File: config.mk
export PLATFORM = sky130hd
export DESIGN_NAME = bm_infer_seq
export DESIGN_NICKNAME = d
export VERILOG_FILES = /design/src/rtl/bm_infer_seq.sv
export SDC_FILE = /design/constraint.sdc
export NUM_CORES = 1
export LEC_CHECK = 0
export ABC_CLOCK_PERIOD_IN_PS = 7250
export BUFFER_PORTS_ARGS = -buffer_cell sky130_fd_sc_hd__clkbuf_2
export CORE_MARGIN = 1.5
export CORE_UTILIZATION = 58
export CTS_CLUSTER_DIAMETER = 80
export DETAILED_ROUTE_END_ITERATION = 16
export GPL_TIMING_DRIVEN = 0
export PLACE_DENSITY = 0.94
export SLEW_MARGIN = 20
export SYNTH_ARGS = -nofsm -noshare
export SYNTH_HDL_FRONTEND = slang
export SYNTH_SLANG_ARGS = --single-unit
File: constraint.sdc
create_clock -name clk -period 7.25 [get_ports clk]
set_clock_uncertainty 0.05 [all_clocks]
set_input_delay 1.45 -clock clk [delete_from_list [all_inputs] [get_ports clk]]
set_output_delay 1.45 -clock clk [all_outputs]
set_load 0.1 [all_outputs]
File: src/rtl/bm_infer_seq.sv
// bm_infer_seq: sequences one inference on the Bayesian-machine chip datapath.
// Ports:
//   clk, rst_n       clock, synchronous active-low reset
//   cmd_*            command handshake; cmd_obs_i carries N_OBS observations
//   abort_i          cancels the operation in flight, answering with res_err_o
//   res_*            response handshake; res_scores_o holds N_CLS class scores
//   chip_ld_*        serial observation load into the chip
//   chip_start_o     one-cycle inference start pulse
//   chip_done_i      inference complete, sampled only while waiting
//   chip_rd_*        score readback; chip_rd_data_i valid one cycle after chip_rd_en_o
module bm_infer_seq #(
  parameter int N_OBS   = 8,
  parameter int OBS_W   = 8,
  parameter int N_CLS   = 4,
  parameter int RES_W   = 16,
  parameter int TIMEOUT = 1024
) (
  input  logic                     clk,
  input  logic                     rst_n,
  input  logic                     cmd_valid_i,
  output logic                     cmd_ready_o,
  input  logic [N_OBS*OBS_W-1:0]   cmd_obs_i,
  input  logic                     abort_i,
  output logic                     res_valid_o,
  input  logic                     res_ready_i,
  output logic [N_CLS*RES_W-1:0]   res_scores_o,
  output logic                     res_err_o,
  output logic                     chip_ld_en_o,
  output logic [$clog2(N_OBS)-1:0] chip_ld_addr_o,
  output logic [OBS_W-1:0]         chip_ld_data_o,
  output logic                     chip_start_o,
  input  logic                     chip_done_i,
  output logic                     chip_rd_en_o,
  output logic [$clog2(N_CLS)-1:0] chip_rd_addr_o,
  input  logic [RES_W-1:0]         chip_rd_data_i
);
  localparam int OAW = $clog2(N_OBS);
  localparam int CAW = $clog2(N_CLS);
  localparam int TW  = $clog2(TIMEOUT + 1);
  typedef enum logic [2:0] {IDLE, LOAD, START, WAIT, READ, DRAIN, RESP} state_t;
  state_t               state_q;
  logic [N_OBS*OBS_W-1:0] obs_q;
  logic [TW-1:0]        cnt_q, cnt_d;
  logic [OAW-1:0]       ld_nxt;
  logic [CAW-1:0]       rd_prev;
  logic                 tmo, fail;
  always_comb begin
    cnt_d   = cnt_q + 1'b1;
    tmo     = cnt_d == TW'(TIMEOUT - 1);
    ld_nxt  = chip_ld_addr_o + 1'b1;
    rd_prev = chip_rd_addr_o - 1'b1;
    // abort beats done, done beats the timeout limit
    fail    = (state_q != IDLE && state_q != RESP && abort_i) ||
              (state_q == WAIT && !chip_done_i && tmo);
  end
  always_ff @(posedge clk) begin
    if (!rst_n) begin
      state_q        <= IDLE;
      obs_q          <= '0;
      cnt_q          <= '0;
      cmd_ready_o    <= 1'b1;
      res_valid_o    <= 1'b0;
      res_err_o      <= 1'b0;
      res_scores_o   <= '0;
      chip_ld_en_o   <= 1'b0;
      chip_ld_addr_o <= '0;
      chip_ld_data_o <= '0;
      chip_start_o   <= 1'b0;
      chip_rd_en_o   <= 1'b0;
      chip_rd_addr_o <= '0;
    end else if (fail) begin
      state_q        <= RESP;
      res_valid_o    <= 1'b1;
      res_err_o      <= 1'b1;
      res_scores_o   <= '0;
      chip_ld_en_o   <= 1'b0;
      chip_ld_addr_o <= '0;
      chip_ld_data_o <= '0;
      chip_start_o   <= 1'b0;
      chip_rd_en_o   <= 1'b0;
      chip_rd_addr_o <= '0;
    end else begin
      case (state_q)
        IDLE: if (cmd_valid_i) begin
          state_q        <= LOAD;
          obs_q          <= cmd_obs_i;
          res_scores_o   <= '0;
          cmd_ready_o    <= 1'b0;
          chip_ld_en_o   <= 1'b1;
          chip_ld_addr_o <= '0;
          chip_ld_data_o <= cmd_obs_i[OBS_W-1:0];
        end
        LOAD: if (chip_ld_addr_o == OAW'(N_OBS - 1)) begin
          state_q        <= START;
          chip_ld_en_o   <= 1'b0;
          chip_ld_addr_o <= '0;
          chip_ld_data_o <= '0;
          chip_start_o   <= 1'b1;
        end else begin
          chip_ld_addr_o <= ld_nxt;
          chip_ld_data_o <= obs_q[int'(ld_nxt)*OBS_W +: OBS_W];
        end
        START: begin
          state_q      <= WAIT;
          chip_start_o <= 1'b0;
          cnt_q        <= '0;
        end
        WAIT: if (chip_done_i) begin
          state_q        <= READ;
          chip_rd_en_o   <= 1'b1;
          chip_rd_addr_o <= '0;
        end else begin
          cnt_q <= cnt_d;
        end
        READ: begin
          // data for the previous address arrives this cycle
          if (chip_rd_addr_o != '0)
            res_scores_o[int'(rd_prev)*RES_W +: RES_W] <= chip_rd_data_i;
          if (chip_rd_addr_o == CAW'(N_CLS - 1)) begin
            state_q        <= DRAIN;
            chip_rd_en_o   <= 1'b0;
            chip_rd_addr_o <= '0;
          end else begin
            chip_rd_addr_o <= chip_rd_addr_o + 1'b1;
          end
        end
        DRAIN: begin
          state_q                                 <= RESP;
          res_scores_o[(N_CLS-1)*RES_W +: RES_W]  <= chip_rd_data_i;
          res_valid_o                             <= 1'b1;
          res_err_o                               <= 1'b0;
        end
        RESP: if (res_ready_i) begin
          state_q     <= IDLE;
          res_valid_o <= 1'b0;
          res_err_o   <= 1'b0;
          cmd_ready_o <= 1'b1;
        end
        default: state_q <= IDLE;
      endcase
    end
  end
endmodule
### After elaboration in Yosys (flattened, before gate mapping)

Cells that the tools add are included.
W data, S select, Z words.

| storage, ports and cells | value |
|---|---|
| bits in registers | 161 |
| input bits | 86 |

| operators by class | value |
|---|---|
| bitwise operators | 2 |
| shift-type cells | 3 |
| equality and inequality tests | 22 |
| add/subtract/negate cells | 5 |
| muxes and demuxes | 39 |
| reduce and logical (&&, ||, !) cells | 31 |

Operator list:

| operator | number |
|---|---|
| $mux W64 | 2 |
| $pmux W48 S2 | 1 |
| $bwmux W64 | 1 |
| $shift A16 B33 Y64 const A | 1 |
| $shiftx A16 B33 Y64 | 1 |
| $shiftx A64 B7 Y8 | 1 |
| $pmux W16 S3 | 1 |
| $neg A6 Y33 | 1 |
| $mux W3 | 8 |
| $pmux W11 S2 | 1 |
| $pmux W3 S7 | 1 |
| $ne A3 B3 Y1 const B | 6 |
| $reduce_and A3 Y1 | 6 |
| $mux W8 | 2 |
| $pmux W8 S2 | 1 |
| $ne A2 B2 Y1 const B | 7 |
| $reduce_bool A2 Y1 | 7 |
| $eq A3 B3 Y1 const B | 4 |
| $pmux W1 S2 | 6 |
| $add A11 B1 Y11 const B | 1 |
| $eq A11 B10 Y1 const B | 1 |
| $mux W11 | 1 |
| $mux W1 | 10 |
| $reduce_and A5 Y1 | 2 |
| 18 further kinds | 29 |

### Longest topological paths before layout

Gate-level depths: netlist of the first run.

| logic depth | value |
|---|---|
| word-level depth | 6 |
| gate-level depth with buffers | 9 |
| depth with buffers taken out | 8 |

### Worst setup path before layout of the first run

No wires, ideal clock.

| timing | value |
|---|---|
| kind | input -> register |
| from | input cmd_valid_i |
| to | register res_scores_o[10] |
| stages on the path | 8 |
| path buffers | 2 |
| setup slack | 4149 ps |
| arrival | 2983 ps |
| required time | 7132 ps |
| cells stage by stage | clkbuf_1 nor2b_1 a21o_1 nand2_1 nor3_1 buf_2 a22oi_1 nor2_1 |

| on the way | value |
|---|---|
| cells in the longest elaborated chain, start to end | 2 |

Ends and longest elaborated chain:

| item | RTL line | text |
|---|---|---|
| start: declaration | 20 | `input logic cmd_valid_i,` |
| $ne A2 B2 Y1 (no source line) | - |  |
| $reduce_and A3 Y1 (no source line) | - |  |
| end signal: indexed assignment | 118 | `res_scores_o[int'(rd_prev)*RES_W +: RES_W] <= chip_rd_data_i;` |
| end signal: indexed assignment | 129 | `res_scores_o[(N_CLS-1)*RES_W +: RES_W] <= chip_rd_data_i;` |
| end: declaration | 26 | `output logic [N_CLS*RES_W-1:0] res_scores_o,` |

Every way passes these cells.
A chain may end at the register's enable or synchronous reset.

### Worst setup path in the final report of the first run

| timing | value |
|---|---|
| from | input cmd_valid_i |
| to | register res_scores_o[30] |

The elaborated chain is that of the path after synthesis.

==> impl_metrics.env, run 1 <==
export IMPL_endpoint_kind="register"
export IMPL_hold_viol_final=0
export IMPL_vdd_ir_drop_worst_uv=248
export IMPL_postSynth_topFlopCell="dfxtp_1"
export IMPL_post_route_drc_count=0
export IMPL_synth_edf_count=0
export IMPL_route_antenna_remaining_nets=0
export IMPL_wl_per_cell_um=17.8
export IMPL_maxCapViolations=0
export IMPL_synth_common_cells="184 x nand2_1, 161 x dfxtp_1, 72 x nor2_1"
export IMPL_rsz0062_at_grt="no"
export IMPL_drtIter0Drc=750
export IMPL_routed_wirelength_um=21300
export IMPL_layout_area_growth_over_synthesis_pct=22.6
export IMPL_ctsHoldBuffers=0
export IMPL_cellInternalPower_mw=1.78
export IMPL_cts_root_buf="clkbuf_16"
export IMPL_detailed_placer_s_ending_hpwl_um=14900
export IMPL_layout_nets=1108
export IMPL_finalCriticalPeriod_ns=3.39
export IMPL_cts_htree_levels=4
export IMPL_clk_pin_slew_ns=0.06
export IMPL_drive_above_1_share=0.251
export IMPL_crit_arrival_ns=3.70
export IMPL_drt_pre_antenna_iters=5
export IMPL_core_rowCount=40
export IMPL_cts_setup_buffers=0
export IMPL_seq_power_share=0.363
export IMPL_grt_remaining_overflow=0
export IMPL_netlist_cell_type_count=58
export IMPL_clock_tree_buf_depth=2
export IMPL_synth_area_mm2=0.00722
export IMPL_core_mm2=0.0121
export IMPL_dieWidth_um=115
export IMPL_leakage_nw=3.50
export IMPL_fp_dieH_um=115
export IMPL_p_sw_frac=0.390
export IMPL_dpl_instance_area_mm2=0.00826
export IMPL_grtUsageMet3=0.0773
export IMPL_start_kind="input pin"
export IMPL_crit_fanout=10
export IMPL_post_synth_inst_count=826
export IMPL_worst_path_required_time_ns=7.56
export IMPL_ys_warnings_count=0
export IMPL_yosysSeqAreaShare=0.446
export IMPL_count_of_pins_over_their_slew_limit=0
export IMPL_routed_via_density=5.95
export IMPL_syn_avg_cell_area_um2=8.74
export IMPL_holdCritPathClass="reg -> reg"
export IMPL_overall_routing_resource_usage=0.332
export IMPL_ys_ff_latch=161
export IMPL_tns_ns=0
export IMPL_setup_violations=0
export IMPL_place_inst=1160
export IMPL_p_sw_mw=1.14
export IMPL_part_of_the_cycle_the_worst_path_needs=0.467
export IMPL_run_status="complete, no violations"
export IMPL_vias_in_the_first_global_route=6657
export IMPL_place_gp_congestion=1.02
export IMPL_achievable_frequency_mhz=295
export IMPL_cts_inserted_buffers=17
export IMPL_post_layout_nonfiller_instances=1192
export IMPL_initial_utilization=0.599
export IMPL_worst_setup_path_type="in -> reg"
export IMPL_grt_antenna_before_repair=0
export IMPL_cts_tree="yes"
export IMPL_die_area_mm2=0.0131
export IMPL_cell_type_with_the_highest_aggregate_area_in_the_netlist="dfxtp_1"
export IMPL_power_density_cell_area_mw_per_mm2=329
export IMPL_io_buffer_count=166
export IMPL_via_count=7097
export IMPL_clk_latency_ns=0.44
export IMPL_first_pass_grt_wire_length_um=33400
export IMPL_yosys_cell_count_top_type="nand2_1"
export IMPL_cts_resized_gates=0
export IMPL_finish_instance_area_mm2=0.00885
export IMPL_clkSinkCount=161
export IMPL_comb_power_share=0.331
export IMPL_worst_rel_slew_slack=0.305
export IMPL_grt_max_degree=17
export IMPL_synth_area_top_cells="dfxtp_1 45%, nand2_1 9.6%, a21boi_0 7.0%"
export IMPL_worst_pin_slew_ns=1.03
export IMPL_met2_usage=0.556
export IMPL_num_antenna_cells=0
export IMPL_io_pin_count=169
export IMPL_use_met1=0.389
export IMPL_top_usage_layer="met2"
export IMPL_final_util=0.734
export IMPL_share_of_async_settable_or_async_resettable_flops_after_synthesis=0
export IMPL_share_clk_of_total_power=0.307
export IMPL_mappedNetlistNets=923
export IMPL_yosysTopAreaCellShare=0.446
-- registers in the layout, summed over array words and instances, names as in the netlist, 2 cells and up --
name            count
chip_ld_addr_o      3
chip_ld_data_o      8
chip_rd_addr_o      2
cnt_q              11
obs_q              64
res_scores_o       64
state_q             3
-- power by group through the flow --
stage	sequential (mW)	combinational [mW]	clock (mW)
floorplan	1.24	0.524	0
global placement	1.07	0.918	0
detailed placement	1.07	0.937	0
CTS	1.05	0.951	0.893
global route	1.07	1.03	0.932
finish	1.06	0.963	0.894
-- cells in the final DEF (no fill, tap or decap), types with 6 or more instances in the layout --
cell and count:
mux2i_1 8, nand2b_1 8, buf_6 9, o21ai_0 26
nor3_1 9, nand3_1 32, dfxtp_1 161, a21oi_2 7
clkbuf_2 166, o21a_1 6, nor2_1 72, clkbuf_1 34
buf_2 6, ha_1 11, a21oi_1 29, nor2b_1 8
buf_1 9, nand2_1 184, a22oi_1 56, a21boi_0 67
mux4_2 16, clkbuf_16 17
-- cells by family (layout without fill, tap and decap cells) --
logic type	count (synthesis)	in the layout	synth area share
xor gates and xnor gates	1	1	0.00121
DFF	161	161	0.446
AOI/OAI and AO/OA	216	216	0.213
buffers and inverters	67	265	0.0478
muxes	27	27	0.0657
and+or+nand+nor	343	343	0.207
adders and majority gates	11	11	0.0191
-- stage by stage --
stage,setup slack [ns],hold slack [ns],total power [mW]
after floorplan,4.15,0.390,1.76
after global placement,3.72,0.390,1.98
after detailed placement,3.62,0.393,2.01
after CTS,3.96,0.402,2.90
after global routing,3.72,0.424,3.03
final,3.86,0.403,2.91
-- critical path, cell delays in order --
cell	delay (ns)
clkbuf_1	0.26
nor2b_1	0.28
a21o_1	0.12
nand2_1	0.24
nor3_2	0.60
clkbuf_1	0.42
a22oi_1	0.17
nor2_1	0.15
-- final timing paths --
path | start | end | slack (ns) | cells after the start
worst min register to register | res_scores_o[42]$_SDFFE_PP0P_ | res_scores_o[42]$_SDFFE_PP0P_ | 0.40 | 2
worst max register to register | chip_rd_addr_o[0]$_SDFFE_PP0P_ | res_scores_o[30]$_SDFFE_PP0P_ | 4.19 | 9
worst max-delay path | cmd_valid_i | res_scores_o[30]$_SDFFE_PP0P_ | 3.86 | 8
worst min-delay path | res_scores_o[42]$_SDFFE_PP0P_ | res_scores_o[42]$_SDFFE_PP0P_ | 0.40 | 2
-- final cells by class --
cell class,instances,area (um^2)
timing repair buffer,166,831
clock inverter,10,95.1
inverter,4,15.0
buffer,63,330
sequential,161,3220
clock buffer,22,494
multi-input combinational,598,3650
tap,168,210
fill,823,3210
-- layer usage --
layer	wire, um	part of all wire
met4	988	0.046
met2	10300	0.49
met3	1990	0.093
met1	7950	0.37
met5	0	0
(Power assumes the default switching activity.)
==> inputs of run 2 (changes only) <==
--- a/config.mk
+++ b/config.mk
@@ -5,14 +5,14 @@
 export SDC_FILE = /design/constraint.sdc
 export NUM_CORES = 1
 export LEC_CHECK = 0
-export ABC_CLOCK_PERIOD_IN_PS = 7250
+export ABC_CLOCK_PERIOD_IN_PS = 3300
 export BUFFER_PORTS_ARGS = -buffer_cell sky130_fd_sc_hd__clkbuf_2
 export CORE_MARGIN = 1.5
-export CORE_UTILIZATION = 58
+export CORE_UTILIZATION = 54
 export CTS_CLUSTER_DIAMETER = 80
 export DETAILED_ROUTE_END_ITERATION = 16
 export GPL_TIMING_DRIVEN = 0
-export PLACE_DENSITY = 0.94
+export PLACE_DENSITY = 0.89
 export SLEW_MARGIN = 20
 export SYNTH_ARGS = -nofsm -noshare
 export SYNTH_HDL_FRONTEND = slang
==> constraint.sdc (replaced) <==
create_clock -name clk -period 3.3 [get_ports clk]
set_clock_uncertainty 0.05 [all_clocks]
set_input_delay 0.66 -clock clk [delete_from_list [all_inputs] [get_ports clk]]
set_output_delay 0.66 -clock clk [all_outputs]
set_load 0.1 [all_outputs]
==> run 2 against run 1 <==
  * Combinational power is 120% higher
  * Global-route usage is 3.5 points lower
  * Non-clock buffer count stayed put
  * Die area is 7.2% higher
  * Cell count is 0.67% higher
  * Count of clock-buffer cells in the layout stayed put
  * Flip-flop and latch count stayed put
  * Worst hold slack worse by 0.0012 ns
==> impl_metrics.env, run 2 (synthesis gave the netlist of run 1 again) <==
export IMPL_run_status="complete, no violations"
export IMPL_wl_per_cell_um=17.1
export IMPL_tns_ns=0
export IMPL_cellInternalPower_mw=3.94
export IMPL_share_clk_of_total_power=0.310
export IMPL_layout_nets=1108
export IMPL_crit_arrival_ns=3.22
export IMPL_io_pin_count=169
export IMPL_layout_area_growth_over_synthesis_pct=22.8
export IMPL_layout_commonest_cell="nand2_1"
export IMPL_leakage_nw=3.51
export IMPL_p_sw_frac=0.385
export IMPL_grt_remaining_overflow=0
export IMPL_worst_path_required_time_ns=3.60
export IMPL_crit_fanout=12
export IMPL_clk_latency_ns=0.42
export IMPL_first_pass_grt_wire_length_um=32900
export IMPL_count_of_pins_over_their_slew_limit=0
export IMPL_worst_setup_path_type="reg -> reg"
export IMPL_io_buffer_count=166
export IMPL_postLayoutSetupSlackWorst_ns=0.384
export IMPL_post_layout_nonfiller_instances=1200
export IMPL_detailed_placer_s_ending_hpwl_um=14800
export IMPL_clock_tree_buf_depth=2
export IMPL_core_mm2=0.0131
export IMPL_drt_pre_antenna_iters=8
export IMPL_final_util=0.675
export IMPL_finalCriticalPeriod_ns=2.92
export IMPL_cts_inserted_buffers=17
export IMPL_clk_pin_slew_ns=0.06
export IMPL_overall_routing_resource_usage=0.297
export IMPL_grt_antenna_before_repair=0
export IMPL_hold_viol_final=0
export IMPL_die_area_mm2=0.0141
export IMPL_num_antenna_cells=0
export IMPL_achievable_frequency_mhz=343
export IMPL_endpoint_kind="register"
export IMPL_drtIter0Drc=605
export IMPL_routed_wirelength_um=20500
export IMPL_routed_via_density=5.75
export IMPL_route_antenna_remaining_nets=0
export IMPL_drive_above_1_share=0.249
export IMPL_seq_power_share=0.362
export IMPL_part_of_the_cycle_the_worst_path_needs=0.884
export IMPL_maxCapViolations=0
export IMPL_worst_hold_slack_ns=0.402
export IMPL_dieWidth_um=119
export IMPL_core_rowCount=42
export IMPL_vdd_ir_drop_worst_uv=480
export IMPL_grt_max_degree=17
export IMPL_largest_regs="obs_q x64, res_scores_o x64, cnt_q x11"
export IMPL_dpl_worst_slack_ns=0.442
export IMPL_worst_rel_slew_slack=0.297
export IMPL_final_cell_mix="184 x nand2_1, 166 x clkbuf_2, 161 x dfxtp_1"
export IMPL_initial_utilization=0.550
export IMPL_setup_violations=0
export IMPL_vias_in_the_first_global_route=6542
export IMPL_place_inst=1168
export IMPL_ctsHoldBuffers=0
export IMPL_start_kind="register"
export IMPL_fp_dieH_um=119
export IMPL_cts_resized_gates=0
export IMPL_clkSinkCount=161
export IMPL_cts_tree="yes"
export IMPL_comb_power_share=0.328
export IMPL_power_density_cell_area_mw_per_mm2=723
export IMPL_cts_htree_levels=4
export IMPL_worst_pin_slew_ns=1.04
export IMPL_post_route_drc_count=0
export IMPL_via_count=6895
export IMPL_holdCritPathClass="reg -> reg"
export IMPL_cts_root_buf="clkbuf_16"
export IMPL_place_gp_congestion=0.929
export IMPL_fill_cells=1068
export IMPL_cts_setup_buffers=0
export IMPL_p_sw_mw=2.47
export IMPL_rsz0062_at_grt="no"
## run 2: through the flow
| step | power [mW] | instance area, um^2 |
|---|---|---|
| final | 6.41 | 8870 |
| after global placement | 4.38 | 8270 |
| after floorplan | 3.87 | 7220 |
| after global routing | 6.71 | 8870 |
| after CTS | 6.40 | 8870 |
| after detailed placement | 4.42 | 8270 |
## run 2: cell type report
cell class                 instances  area [um^2]  area share
multi-input combinational        598         3650       0.412
clock buffer                      22          474      0.0535
inverter                           4         15.0     0.00169
timing repair buffer             166          831      0.0937
sequential                       161         3220       0.363
tap                              176          220      0.0248
buffer                            63          330      0.0372
clock inverter                    10          124      0.0140
## run 2: power groups by stage
stage | Combinational [mW] | Clock, mW | Sequential [mW]
2_1_floorplan | 1.15 | 0 | 2.72
3_3_place_gp | 2.03 | 0 | 2.34
3_5_place_dp | 2.07 | 0 | 2.35
4_1_cts | 2.08 | 2.01 | 2.31
5_1_grt | 2.27 | 2.10 | 2.34
6_report | 2.10 | 1.99 | 2.32
## run 2: critical path, cell delays in order (launching register included)
cell      delay [ns]
dfxtp_1         0.57
inv_1           0.15
ha_1            0.23
nor2b_1         0.20
a21o_1          0.15
nand2_1         0.23
nor3_2          0.57
clkbuf_1        0.40
a22oi_1         0.16
nor2_1          0.12
## run 2: final timing paths
kind / start / endpoint / slack, ns / cells past startpoint
setup reg to reg: chip_rd_addr_o[0]$_SDFFE_PP0P_ / res_scores_o[28]$_SDFFE_PP0P_ / 0.38 / 9
hold reg to reg: res_scores_o[33]$_SDFFE_PP0P_ / res_scores_o[33]$_SDFFE_PP0P_ / 0.40 / 2
hold / removal: res_scores_o[33]$_SDFFE_PP0P_ / res_scores_o[33]$_SDFFE_PP0P_ / 0.40 / 2
setup / recovery: chip_rd_addr_o[0]$_SDFFE_PP0P_ / res_scores_o[28]$_SDFFE_PP0P_ / 0.38 / 9
## run 2: layer usage
layer	up-vias	wire length (um)	track usage
met5	-	0	0
met4	0	702	0.135
met3	59	1630	0.0685
met2	358	9880	0.494
met1	3210	8310	0.366
li1	3268	-	-
